## src/rtl/sdp_ram_pkg.sv

```systemverilog
// Shared types and helpers for the simple dual-port RAM with clear-on-reset.
package sdp_ram_pkg;

    typedef enum logic {
        CLEAR = 1'b0,
        READY = 1'b1
    } state_t;

    // Same-address read-during-write behaviour
    localparam int READ_FIRST  = 0;
    localparam int WRITE_FIRST = 1;

    // Widest word the parity helper covers; callers zero-extend into it
    localparam int PAR_MAX_W = 64;

    // Even parity: the returned bit makes the total number of ones even
    function automatic logic even_parity(input logic [PAR_MAX_W-1:0] d);
        return ^d;
    endfunction

endpackage

```

## src/rtl/sdp_ram_core.sv

```systemverilog
// Bare memory array with one write port, one asynchronous-address read port
// and the same-address read-during-write bypass. No reset: contents are only
// ever changed through the write port.
module sdp_ram_core
    import sdp_ram_pkg::*;
#(
    parameter int WORD_W    = 8,
    parameter int ADDR_W    = 6,
    parameter int READ_MODE = READ_FIRST
) (
    input  logic              clk,
    input  logic              we,
    input  logic [ADDR_W-1:0] waddr,
    input  logic [WORD_W-1:0] wdata,
    input  logic [ADDR_W-1:0] raddr,
    output logic [WORD_W-1:0] rdata
);

    localparam int DEPTH = 2 ** ADDR_W;

    logic [WORD_W-1:0] mem [DEPTH];

    // Write port: one word per cycle when enabled
    always_ff @(posedge clk) begin
        if (we) begin
            mem[waddr] <= wdata;
        end
    end

    // Read data, forwarding the incoming word on a same-address collision in write-first mode
    always_comb begin
        rdata = mem[raddr];
        if (READ_MODE == WRITE_FIRST && we && (waddr == raddr)) begin
            rdata = wdata;
        end
    end

endmodule

```

## src/rtl/sdp_ram_init.sv

```systemverilog
// Simple dual-port RAM that zeroes every location after reset before
// accepting traffic. Read latency is 1 cycle, or 2 with OUT_REG=1.
// Optional feature: define SDP_RAM_PARITY_EN to store an even-parity bit per
// word and flag mismatches on parity_err, aligned with dout_valid.
module sdp_ram_init
    import sdp_ram_pkg::*;
#(
    parameter int DATA_W    = 8,
    parameter int ADDR_W    = 6,
    parameter int READ_MODE = READ_FIRST,
    parameter int OUT_REG   = 0
) (
    input  logic              clk,
    input  logic              rst,
    input  logic              we,
    input  logic [ADDR_W-1:0] waddr,
    input  logic [DATA_W-1:0] wdata,
    input  logic              re,
    input  logic [ADDR_W-1:0] raddr,
    output logic [DATA_W-1:0] dout,
    output logic              dout_valid,
    output logic              init_busy
`ifdef SDP_RAM_PARITY_EN
    ,
    output logic              parity_err
`endif
);

`ifdef SDP_RAM_PARITY_EN
    localparam int WORD_W = DATA_W + 1;
`else
    localparam int WORD_W = DATA_W;
`endif

    state_t            state_q;
    state_t            state_d;
    logic [ADDR_W-1:0] clr_ptr;

    logic              mem_we;
    logic [ADDR_W-1:0] mem_waddr;
    logic [DATA_W-1:0] mem_wdata;
    logic [WORD_W-1:0] mem_wword;
    logic [WORD_W-1:0] mem_rword;
    logic              rd_en_p0;

    logic [DATA_W-1:0] dout_p1;
    logic              vld_p1;
`ifdef SDP_RAM_PARITY_EN
    logic              perr_p1;
`endif

    // State register: reset always restarts the clear sweep
    always_ff @(posedge clk) begin
        if (rst) begin
            state_q <= CLEAR;
        end else begin
            state_q <= state_d;
        end
    end

    // Next state: leave CLEAR on the cycle the last address is zeroed
    always_comb begin
        state_d = state_q;
        if (state_q == CLEAR && (&clr_ptr)) begin
            state_d = READY;
        end
    end

    // Clear pointer walks every address once per sweep
    always_ff @(posedge clk) begin
        if (rst) begin
            clr_ptr <= '0;
        end else if (state_q == CLEAR) begin
            clr_ptr <= clr_ptr + 1'b1;
        end
    end

    // Write-port arbitration and read qualification; nothing reaches memory in a reset cycle
    always_comb begin
        init_busy = (state_q == CLEAR);
        mem_we    = 1'b0;
        mem_waddr = clr_ptr;
        mem_wdata = '0;
        rd_en_p0  = 1'b0;
        if (!rst) begin
            if (state_q == CLEAR) begin
                mem_we = 1'b1;
            end else begin
                mem_we    = we;
                mem_waddr = waddr;
                mem_wdata = wdata;
                rd_en_p0  = re;
            end
        end
    end

`ifdef SDP_RAM_PARITY_EN
    assign mem_wword = {even_parity(PAR_MAX_W'(mem_wdata)), mem_wdata};
`else
    assign mem_wword = mem_wdata;
`endif

    sdp_ram_core #(
        .WORD_W    (WORD_W),
        .ADDR_W    (ADDR_W),
        .READ_MODE (READ_MODE)
    ) u_core (
        .clk   (clk),
        .we    (mem_we),
        .waddr (mem_waddr),
        .wdata (mem_wword),
        .raddr (raddr),
        .rdata (mem_rword)
    );

    // ---- stage p0 -> p1: registered read data, held while no read is issued ----
    always_ff @(posedge clk) begin
        if (rst) begin
            dout_p1 <= '0;
            vld_p1  <= 1'b0;
`ifdef SDP_RAM_PARITY_EN
            perr_p1 <= 1'b0;
`endif
        end else begin
            vld_p1 <= rd_en_p0;
            if (rd_en_p0) begin
                dout_p1 <= mem_rword[DATA_W-1:0];
            end
`ifdef SDP_RAM_PARITY_EN
            perr_p1 <= rd_en_p0 & (^mem_rword);
`endif
        end
    end

    generate
        if (OUT_REG != 0) begin : g_oreg
            logic [DATA_W-1:0] dout_p2;
            logic              vld_p2;
`ifdef SDP_RAM_PARITY_EN
            logic              perr_p2;
`endif

            // ---- stage p1 -> p2: optional output register, same hold behaviour ----
            always_ff @(posedge clk) begin
                if (rst) begin
                    dout_p2 <= '0;
                    vld_p2  <= 1'b0;
`ifdef SDP_RAM_PARITY_EN
                    perr_p2 <= 1'b0;
`endif
                end else begin
                    vld_p2 <= vld_p1;
                    if (vld_p1) begin
                        dout_p2 <= dout_p1;
                    end
`ifdef SDP_RAM_PARITY_EN
                    perr_p2 <= perr_p1;
`endif
                end
            end

            assign dout       = dout_p2;
            assign dout_valid = vld_p2;
`ifdef SDP_RAM_PARITY_EN
            assign parity_err = perr_p2;
`endif
        end else begin : g_noreg
            assign dout       = dout_p1;
            assign dout_valid = vld_p1;
`ifdef SDP_RAM_PARITY_EN
            assign parity_err = perr_p1;
`endif
        end
    endgenerate

endmodule

```

## config.mk

```make
export PLATFORM = sky130hd
export DESIGN_NAME = sdp_ram_init
export DESIGN_NICKNAME = d
export VERILOG_FILES = /design/src/rtl/sdp_ram_pkg.sv /design/src/rtl/sdp_ram_core.sv /design/src/rtl/sdp_ram_init.sv
export SDC_FILE = /design/constraint.sdc
export NUM_CORES = 1
export LEC_CHECK = 0
export ABC_AREA = 1
export BUFFER_PORTS_ARGS = -buffer_cell sky130_fd_sc_hd__buf_2
export CELL_PAD_IN_SITES_DETAIL_PLACEMENT = 1
export CELL_PAD_IN_SITES_GLOBAL_PLACEMENT = 1
export CORE_MARGIN = 10
export CORE_UTILIZATION = 45
export CTS_CLUSTER_DIAMETER = 60
export DETAILED_ROUTE_END_ITERATION = 6
export PLACE_DENSITY = 0.72
export SETUP_SLACK_MARGIN = 0.4
export SYNTH_ARGS = -nofsm -noshare
export SYNTH_HDL_FRONTEND = slang
export SYNTH_SLANG_ARGS = --single-unit
export TNS_END_PERCENT = 20
```

## constraint.sdc

```tcl
create_clock -name clk -period 3.25 [get_ports clk]
set_input_delay 0.1625 -clock clk [delete_from_list [all_inputs] [get_ports clk]]
set_output_delay 0.1625 -clock clk [all_outputs]
set_load 0.005 [all_outputs]
```

## Word-level counts from Yosys, hierarchy flattened

Memories as Yosys holds them, arrays and structs flattened. A register that Yosys moved wholly into a read port is not among the register bits.
Index checks and enable logic that the tools add are counted.

- Register bits: 8
- Bits in writable memories: 512
- Input port bits: 24
- Output and inout port bits: 10
- Logic and storage cells: 18
- Memories: 1

Memory list:

| name | words | bits a word | read ports | clocked after Yosys merged registers in | write ports | RTL line | RTL |
|---|---|---|---|---|---|---|---|
| u_core.mem | 64 | 8 | 1 | 1 | 1 | sdp_ram_core.sv:21 | `logic [WORD_W-1:0] mem [DEPTH];` |

- Add/subtract/negate cells: 1
- Muxes and demuxes: 10
- Bitwise logic cells: 1
- Reduce and logical (&&, ||, !) cells: 2

Operator list:

| kind | count |
|---|---|
| two-way mux 8 bit | 2 |
| two-way mux 6 bit | 2 |
| adder 6 x 1 -> 6 bit, second input constant | 1 |
| two-way mux 1 bit | 6 |
| AND reduction 6 bit | 1 |
| logical AND 1 bit | 1 |
| inverter 1 bit | 1 |

## Depth between registers and ports, before layout

Gate-level depths: netlist of run 1.

- Depth in word-level cells: 4
- Mapped depth: 14

## Modules after synthesis

A second synthesis of run 1 with hierarchy kept.

- Cell total of the unflattened synthesis: 1913
- Area total of the unflattened synthesis: 21971.1 um^2

By module, submodules not included:

| module | times used | cells an instance | area each (um^2) | sequential area each (um^2) |
|---|---|---|---|---|
| sdp_ram_core | 1 | 1797 | 21179.1 | 15374.7 |
| sdp_ram_init | 1 | 116 | 792.0 | 320.3 |

## Worst setup path after synthesis of run 1

OpenSTA, ideal clock, no wires.

- Kind: flip-flop to flip-flop
- From: reg state_q
- To: mem u_core.mem[0][0], data pin
- Setup time: 0.499 ns
- Arrival time: 2.187 ns
- Data required time: 2.751 ns
- Slack: 0.564 ns
- Stages on the path, launching flop included: 4
- Clock period less this slack: 2.686 ns
- Cells stage by stage: dfxtp_1 -> clkbuf_1 -> nand2_1 -> nor2_1

- Longest elaborated chain between the ends: 2

Ends and longest elaborated chain:

| element | RTL line | RTL |
|---|---|---|
| start: declaration | sdp_ram_init.sv:35 | `state_t state_q;` |
| start signal: assignment | sdp_ram_init.sv:57 | `state_q <= state_d;` |
| two-way mux 8 bit | sdp_ram_init.sv:86 | `if (state_q == CLEAR) begin` |
| two-way mux 8 bit | sdp_ram_init.sv:85 | `if (!rst) begin` |
| net mem_wdata[0] | sdp_ram_init.sv:41 | `logic [DATA_W-1:0] mem_wdata;` |
| end: declaration | sdp_ram_core.sv:21 |  |

The timed path passes the listed nets, and every way through them passes these cells.

## Worst setup path after layout of run 1

- From: reg state_q
- To: mem u_core.mem[29][2] (enable)

- Longest elaborated chain between the ends: 4
- Elaborated cells on any way between the ends: 6
- Those cells by class: 6 x mux

Ends and longest elaborated chain:

| element | RTL line | RTL |
|---|---|---|
| two-way mux 1 bit | sdp_ram_init.sv:86 |  |
| two-way mux 1 bit | sdp_ram_init.sv:85 |  |
| two-way mux 1 bit | sdp_ram_core.sv:25 | `if (we) begin` |
| two-way mux 1 bit (not written as such) | sdp_ram_core.sv:26 | `mem[waddr] <= wdata;` |

Several ways; a longest one is shown, not always the timed one.

==> results of run 1 <==
where the power goes:
part           switching [mW]  internal, mW
clock                    2.60          3.73
combinational           0.519         0.193
sequential            0.00820          7.37
logic make-up after synthesis:
family	count (synthesis)	synth area share [%]
DFF	528	72.6
adders and majority gates	1	0.0578
AOI/OAI and AO/OA	13	0.509
and+or+nand+nor	1227	24.1
buffers and inverters	135	2.73
cell type report:
class | count | area share [%]
clock buffers | 75 | 6.09
multi-input cells | 1241 | 21.7
well taps | 615 | 3.09
repair buffers | 136 | 4.46
inverters | 21 | 0.347
flip-flops and latches | 528 | 63.1
clock inverters | 26 | 1.16
critical path, delay by kind of cell, from the launching register on:
kind / cells / cell delay (ns)
simple gates: 4 / 1.06
buf+inv: 4 / 0.69
flops: 1 / 0.54
compound gates: 1 / 0.14
sequential cells by signal, indices dropped and copies added, names as in the netlist:
name	cells
state_q	1
dout	8
clr_ptr	6
u_core.mem	512
dout_valid	1
routing by layer:
metal	wire [um]	vias up	part of all wire [%]
li1	-	6825	-
met1	26300	7509	42
met2	31300	440	50
met3	3690	115	5.8
met4	1850	2	2.9
met5	11	-	0.017
final timing paths:
path              startpoint           endpoint  slack [ns]
setup reg to reg     state_q  u_core.mem[29][2]        0.51
hold reg to reg      dout[4]            dout[4]        0.48
setup / recovery     state_q  u_core.mem[29][2]        0.51
hold / removal      wdata[6]  u_core.mem[46][6]        0.08
placed cells by master (no fill, tap or decap), drive strengths merged:
cell	count
bufinv	6
nand3	445
o31ai	1
edfxtp	512
nand2	686
nor3	3
dfxtp	16
nor4	9
or2	1
buf	136
nor2	75
clkinv	16
clkbuf	75
a31oi	1
ha	1
a21oi	3
o21ai	8
nand4	8
clkinvlp	3
inv	22
repair_timing:
| action | CTS | global route |
|---|---|---|
| hold buffers | 0 | 0 |
| setup endpoints to repair | 0 | 32 |
| gates resized for setup | 0 | 2 |
| buffers inserted | 0 | 0 |
==> metrics.yaml, run 1 <==
outcome: "completed"
synth_area_sq_um: 21600
synth-edff-count: 512
grt_use_met1_pct: 28.2
cts_max_level: 2
cts_tree: "built"
design_area_sq_um: 24900
nets: 2009
cts_root_buf: "clkbuf_16"
detail_route.iter0.violations: 1295
synth.most_common_cell: "nand2_1"
p_leak_nw: 9.45
dp.cells: 2541
io_buffers: 33
period_needed_ns: 2.74
cp_common_cell: "inv_2"
setup_viol: 0
first_pass_iters: 5
multi_input_area_sq_um: 5410
diodes: 0
netlist_top_cells_area: "edfxtp_1 71%, nand2_1 12%, nand3_1 10%, dfxtp_1 1.5%, buf_2 1.3%"
grt_util_all_layers_pct: 22.2
path_cells: "inv_2 -> nor2_2 -> inv_2 -> nand2_1 -> o21ai_1 -> inv_1 -> nand3_1 -> nor2_1 -> buf_4"
register_area_sq_um: 15700
ys.flop_type: "edfxtp_1"
power_density_nw_per_um2: 580
timing.final.hold_violations: 0
num_rows: 80
fin_skew_ns: 0.0181
postLayoutCoreUtil_pct: 52.2
finalWirelength_mm: 63.1
vdd_drop_max_v: 0.000517
clock-sinks: 528
fp.dieW_um: 239
tightest_slew_ns: 0.784
dp_hpwl_mm: 38.0
core_sq_um: 47600
whs_ns: 0.0763
die_area_sq_um: 57200
rsz0062_at_grt: "true"
initial_core_util_pct: 45.4
timing.final.ws_setup_ns: 0.511
hold_depth: 3
grt_pass1_vias: 15600
setup_tns_ns: 0
ys_ff_latch: 528
worstRegToRegCells: 9
synth_warnings: 0
ant_nets: 0
placed_cell_area_sq_um: 23100
clk_path_buf_depth: 3
area_growth_pct: 15.0
crit_type: "reg -> reg"
route.detailed.drc: 0
clk_latency_ns: 0.60
finalCritPeriodShare_pct: 84.3
top_usage_layer: "met2"
worstPathMaxFanout: 12
worst_hold_path_type: "in -> reg"
arrival_ns: 3.04
start_kind: "flip-flop"
max_stage_delay_ns: 0.54
io_pins: 34
overflow: 0
use_met2_pct: 37.6
via_count: 14900
gr-usage-met3_pct: 3.64
cap_violations: 0
grt_max_degree: 164
avgRoutedWirePerCell_um: 23.9
relSlewSlack_pct: 47.7
final_max_slew_viol_count: 0
required_ns: 3.55
ys_types: 27
via_per_inst: 5.64
yosys.area.top_type: "edfxtp_1"
syn_area_per_cell_sq_um: 11.4
fillers: 5010
finalNonFillerCells: 2642
antenna_found_initial: 1
chipHeight_um: 239
ys_seq_area_share_pct: 72.6
path_clk_slew_ns: 0.06
yosys.area.top_type_share_pct: 71.1
slowest_stage: "dfxtp_1"
cts_buffers: 56
dp_slack_ns: 0.480
fmax_ghz: 0.365
endpoint_kind: "flip-flop"
power_mw: 14.4
grt_pass1_wl_mm: 95.2
synth_commonest_cells: "686 x nand2_1, 512 x edfxtp_1, 444 x nand3_1"
syn_inst: 1904
drive_above_1_share_pct: 11.7
async_flop_share_pct: 0
gp_congestion: 0.850
synth_nets: 1929
Note: power is estimated with default switching activity, not from simulation.
==> run 2: changes to the inputs <==
--- a/config.mk
+++ b/config.mk
@@ -13,7 +13,7 @@
 export CORE_UTILIZATION = 45
 export CTS_CLUSTER_DIAMETER = 60
 export DETAILED_ROUTE_END_ITERATION = 6
-export PLACE_DENSITY = 0.72
+export PLACE_DENSITY = 0.75
 export SETUP_SLACK_MARGIN = 0.4
 export SYNTH_ARGS = -nofsm -noshare
 export SYNTH_HDL_FRONTEND = slang
==> constraint.sdc (replaced) <==
create_clock -name clk -period 2.35 [get_ports clk]
set_input_delay 0.1175 -clock clk [delete_from_list [all_inputs] [get_ports clk]]
set_output_delay 0.1175 -clock clk [all_outputs]
set_load 0.005 [all_outputs]
==> run 2 against run 1 <==
Cell count up 0.95%. Sequential share of layout area down 1.1 points. Critical path depth down 1. Maximum frequency up 26%. Utilization up 0.96 points. Setup slack worse by 0.34 ns. Die area unchanged. Clock skew up 0.0090 ns. Final area up 1.8%. Clock-buffer cell count down 7. Clock power up 31%. Register-to-register slack worse by 0.34 ns. Critical endpoint is now u_core.mem[18][6]. Largest cell class unchanged. Largest power group unchanged. Highest routed layer unchanged.
==> metrics.yaml, run 2 (synthesis results as in run 1) <==
chipHeight_um: 239
cts_tree: "built"
num_rows: 80
max_stage_delay_ns: 0.37
drive_above_1_share_pct: 14.5
p_leak_nw: 9.62
worstPathMaxFanout: 12
fillers: 4900
worstRegToRegCells: 8
holdPathEnd: "u_core.mem[1][0]"
initial_core_util_pct: 45.4
vdd_drop_max_v: 0.000747
largest_reg_flops: 512
nets: 2032
first_pass_iters: 5
power_mw: 19.6
finalWirelength_mm: 64.3
final_max_slew_viol_count: 0
whs_ns: 0.0305
hold_depth: 3
cts_buffers: 53
multi_input_area_sq_um: 5610
tightest_slew_ns: 0.626
hold_start: "wdata[0]"
setup_tns_ns: 0
io_pins: 34
core_sq_um: 47600
rsz0062_at_grt: "true"
via_count: 15300
rrSetupSlack_ns: 0.17
clk_latency_ns: 0.62
r2r-end: "u_core.mem[18][6]"
clock-sinks: 528
slowest_stage: "o21ai_2"
outcome: "completed"
power_density_nw_per_um2: 772
area_growth_pct: 17.1
antenna_found_initial: 2
route.detailed.drc: 0
crit_type: "reg -> reg"
register_area_sq_um: 15700
detail_route.iter0.violations: 1182
dp.cells: 2552
grt_pass1_vias: 15900
dp_hpwl_mm: 38.6
required_ns: 2.66
die_area_sq_um: 57200
fin_skew_ns: 0.0271
grt_util_all_layers_pct: 22.4
cp-startpoint: "state_q"
overflow: 0
start_kind: "flip-flop"
period_needed_ns: 2.18
io_buffers: 33
path_cells: "inv_2 -> nor2_4 -> inv_6 -> o21ai_2 -> nand3_1 -> buf_4 -> nor2_2 -> buf_4"
relSlewSlack_pct: 58.2
top_register: "u_core.mem"
finalNonFillerCells: 2667
worst_hold_path_type: "in -> reg"
cts_max_level: 2
timing.final.hold_violations: 0
mostFrequentLayoutCells: "683 x nand2_1, 512 x edfxtp_1, 443 x nand3_1"
path_clk_slew_ns: 0.06
arrival_ns: 2.48
grt_max_degree: 112
final_common_cell: "nand2_1"
finalCritPeriodShare_pct: 92.6
avgRoutedWirePerCell_um: 24.1
design_area_sq_um: 25300
cp_common_cell: "buf_4"
clk_path_buf_depth: 3
via_per_inst: 5.72
setup_viol: 0
endpoint_kind: "flip-flop"
grt_pass1_wl_mm: 96.7
fp.dieW_um: 239
ant_nets: 0
cap_violations: 0
rr_startpoint: "state_q"
cts_root_buf: "clkbuf_16"
gp_congestion: 0.840
placed_cell_area_sq_um: 23300
fmax_ghz: 0.460
run 2: changes by cell type in the layout (fill, tap and decap cells not counted), sizes merged:
cell	previous run	this run
buf	136	160
diode	0	2
clkbuf	75	68
inv	22	21
dlygate4sd3	0	2
clkinv	16	24
clkinvlp	3	2
bufinv	6	4
run 2: worst max-delay path by stage:
stage,to,cells after the start
finish,u_core.mem[18][6],8
global route,u_core.mem[18][6],8
global placement,u_core.mem[50][7],6
floorplan,u_core.mem[44][0],10
CTS,u_core.mem[17][6],11
detailed placement,u_core.mem[50][3],6
run 2: critical path: cells and delay by family, from the launching register on:
| family | cells | cell delay [ns] |
|---|---|---|
| buf+inv | 4 | 0.60 |
| simple gates | 3 | 0.54 |
| flops | 1 | 0.33 |
| compound gates | 1 | 0.37 |
run 2: stage by stage:
| step | worst slack (ns) | util (%) |
|---|---|---|
| 2_1_floorplan | 0.172 | - |
| 3_3_place_gp | 0.118 | 48.8 |
| 3_5_place_dp | 0.0189 | 48.8 |
| 4_1_cts | 0.281 | 52.7 |
| 5_1_grt | 0.0866 | 53.2 |
| 6_report | 0.175 | 53.2 |
run 2: layout make-up:
type                    instances  area share [%]
flip-flops and latches        528            62.0
multi-input cells            1241            22.1
repair buffers                162            5.77
clock buffers                  68            5.62
well taps                     615            3.04
clock inverters                30            1.05
inverters                      21           0.390
diodes                          2          0.0198
run 2: routing by layer:
metal	part of all wire (%)	vias up	track usage [%]	routed length, um
li1	-	6875	-	-
met1	41	7736	28.4	26200
met2	50	532	38.1	32000
met3	6.4	114	3.70	4080
met4	3.1	2	7.87	2020
met5	0.028	-	0	18
run 2: what timing repair did:
action / 4_1_cts / 5_1_grt
pin swaps: 1 / 4
endpoints found under the hold margin: 4 / 0
gates resized for setup: 33 / 36
setup buffers: 1 / 12
setup endpoints to repair: 512 / 504
hold buffers: 2 / 0
run 2: power by group:
| group | switching (mW) | internal [mW] |
|---|---|---|
| registers | 0.0119 | 10.2 |
| clock network | 3.56 | 4.72 |
| logic | 0.751 | 0.320 |
==> run 3: changes to the inputs <==
--- a/config.mk
+++ b/config.mk
@@ -13,7 +13,7 @@
 export CORE_UTILIZATION = 45
 export CTS_CLUSTER_DIAMETER = 60
 export DETAILED_ROUTE_END_ITERATION = 6
-export PLACE_DENSITY = 0.75
+export PLACE_DENSITY = 0.71
 export SETUP_SLACK_MARGIN = 0.4
 export SYNTH_ARGS = -nofsm -noshare
 export SYNTH_HDL_FRONTEND = slang
==> run 3 against run 2 <==
Die area unchanged. Cell count up 0.30%. Maximum frequency grew 6.8%. Largest power group unchanged.
==> metrics.yaml, run 3 (synthesis results as in run 1) <==
dp.cells: 2559
cp_common_cell: "buf_6"
cap_violations: 0
gp_congestion: 0.804
num_rows: 80
dp_hpwl_mm: 39.1
final_common_cell: "nand2_1"
diodes: 0
antenna_found_initial: 1
placed_cell_area_sq_um: 23300
finalWirelength_mm: 64.2
overflow: 0
max_stage_delay_ns: 0.34
clk_path_buf_depth: 3
core_sq_um: 47600
detail_route.iter0.violations: 1416
start_kind: "flip-flop"
avgRoutedWirePerCell_um: 24.0
area_growth_pct: 17.7
required_ns: 2.66
vdd_drop_max_v: 0.000660
finalNonFillerCells: 2675
nets: 2043
fin_skew_ns: 0.0185
io_buffers: 33
worst_hold_path_type: "in -> reg"
grt_max_degree: 81
period_needed_ns: 2.04
initial_core_util_pct: 45.4
via_count: 15100
cts_buffers: 54
route.detailed.drc: 0
relSlewSlack_pct: 62.8
worstPathMaxFanout: 8
tightest_slew_ns: 0.557
largest_reg_flops: 512
clk_latency_ns: 0.61
mostFrequentLayoutCells: "681 x nand2_1, 512 x edfxtp_1, 443 x nand3_1"
cts_root_buf: "clkbuf_16"
setup_viol: 0
final_max_slew_viol_count: 0
timing.final.hold_violations: 0
first_pass_iters: 5
arrival_ns: 2.35
top_register: "u_core.mem"
ant_nets: 0
die_area_sq_um: 57200
power_density_nw_per_um2: 768
drive_above_1_share_pct: 15.1
cts_max_level: 2
grt_pass1_vias: 15800
grt_util_all_layers_pct: 22.4
setup_tns_ns: 0
outcome: "completed"
clock-sinks: 528
p_leak_nw: 9.66
fmax_ghz: 0.491
whs_ns: 0.0756
fp.dieW_um: 239
chipHeight_um: 239
grt_pass1_wl_mm: 96.3
io_pins: 34
path_clk_slew_ns: 0.06
endpoint_kind: "flip-flop"
finalCritPeriodShare_pct: 86.7
postLayoutCoreUtil_pct: 53.4
via_per_inst: 5.63
design_area_sq_um: 25500
rsz0062_at_grt: "true"
crit_type: "reg -> reg"
path_cells: "inv_2 -> nor2_4 -> inv_6 -> o21ai_4 -> nand4_1 -> buf_6 -> nor2_2 -> buf_6"
cts_tree: "built"
slowest_stage: "dfxtp_2"
-- run 3: cell types whose count changed in the layout (fill, tap and decap cells not counted), moves of 7 or more --
cell / before / now
clkinv_1: 5 / 17
clkinv_2: 18 / 11
nor2_2: 7 / 14
nor2_1: 51 / 42
buf_6: 21 / 31
clkbuf_1: 12 / 5
-- run 3: worst paths after layout --
check,depth (start not counted),endpoint,startpoint,slack (ns)
setup / recovery,8,u_core.mem[26][5],state_q,0.31
hold / removal,3,clr_ptr[2],rst,0.08
hold reg to reg,2,dout[1],dout[1],0.47
setup reg to reg,8,u_core.mem[26][5],state_q,0.31
-- run 3: worst max-delay path, delay by kind of cell, from the launching register on --
| kind | cells | cell delay (ns) |
|---|---|---|
| buffers and inverters | 4 | 0.53 |
| flip-flops | 1 | 0.34 |
| AO/OA/AOI/OAI | 1 | 0.31 |
| AND/OR/NAND/NOR | 3 | 0.55 |
-- run 3: repair_timing --
item / in CTS / in global routing
cloned: 1 / 0
buffers inserted: 13 / 1
setup endpoints to repair: 512 / 512
gates resized for setup: 69 / 21
endpoints found under the hold margin: 9 / 0
pin swaps: 11 / 7
hold buffers: 3 / 0
-- run 3: metal layers --
metal	GRT usage, %	wire length [um]
met5	0	13
met4	8.53	1980
met2	37.9	31600
met3	3.14	3510
met1	28.7	27100
-- run 3: final cells by class --
type | count | area [sq um]
clock buffers | 60 | 1400
clock inverters | 38 | 293
fillers | 4971 | 22200
inverters | 21 | 98.8
multi-input cells | 1241 | 5640
flip-flops and latches | 528 | 15700
well taps | 615 | 769
repair buffers | 171 | 1550
repair inverters | 1 | 3.75
-- run 3: power by group --
| group | total, mW | internal, mW | switching (mW) |
|---|---|---|---|
| Clock | 8.26 | 4.70 | 3.56 |
| Sequential | 10.2 | 10.2 | 0.0121 |
| Combinational | 1.08 | 0.319 | 0.759 |
-- run 3: metrics by stage --
step	total power, mW	setup slack (ns)
floorplan	11.0	0.172
global placement	11.4	0.164
detailed placement	11.4	0.0800
CTS	19.7	0.357
global route	20.2	0.227
finish	19.5	0.313
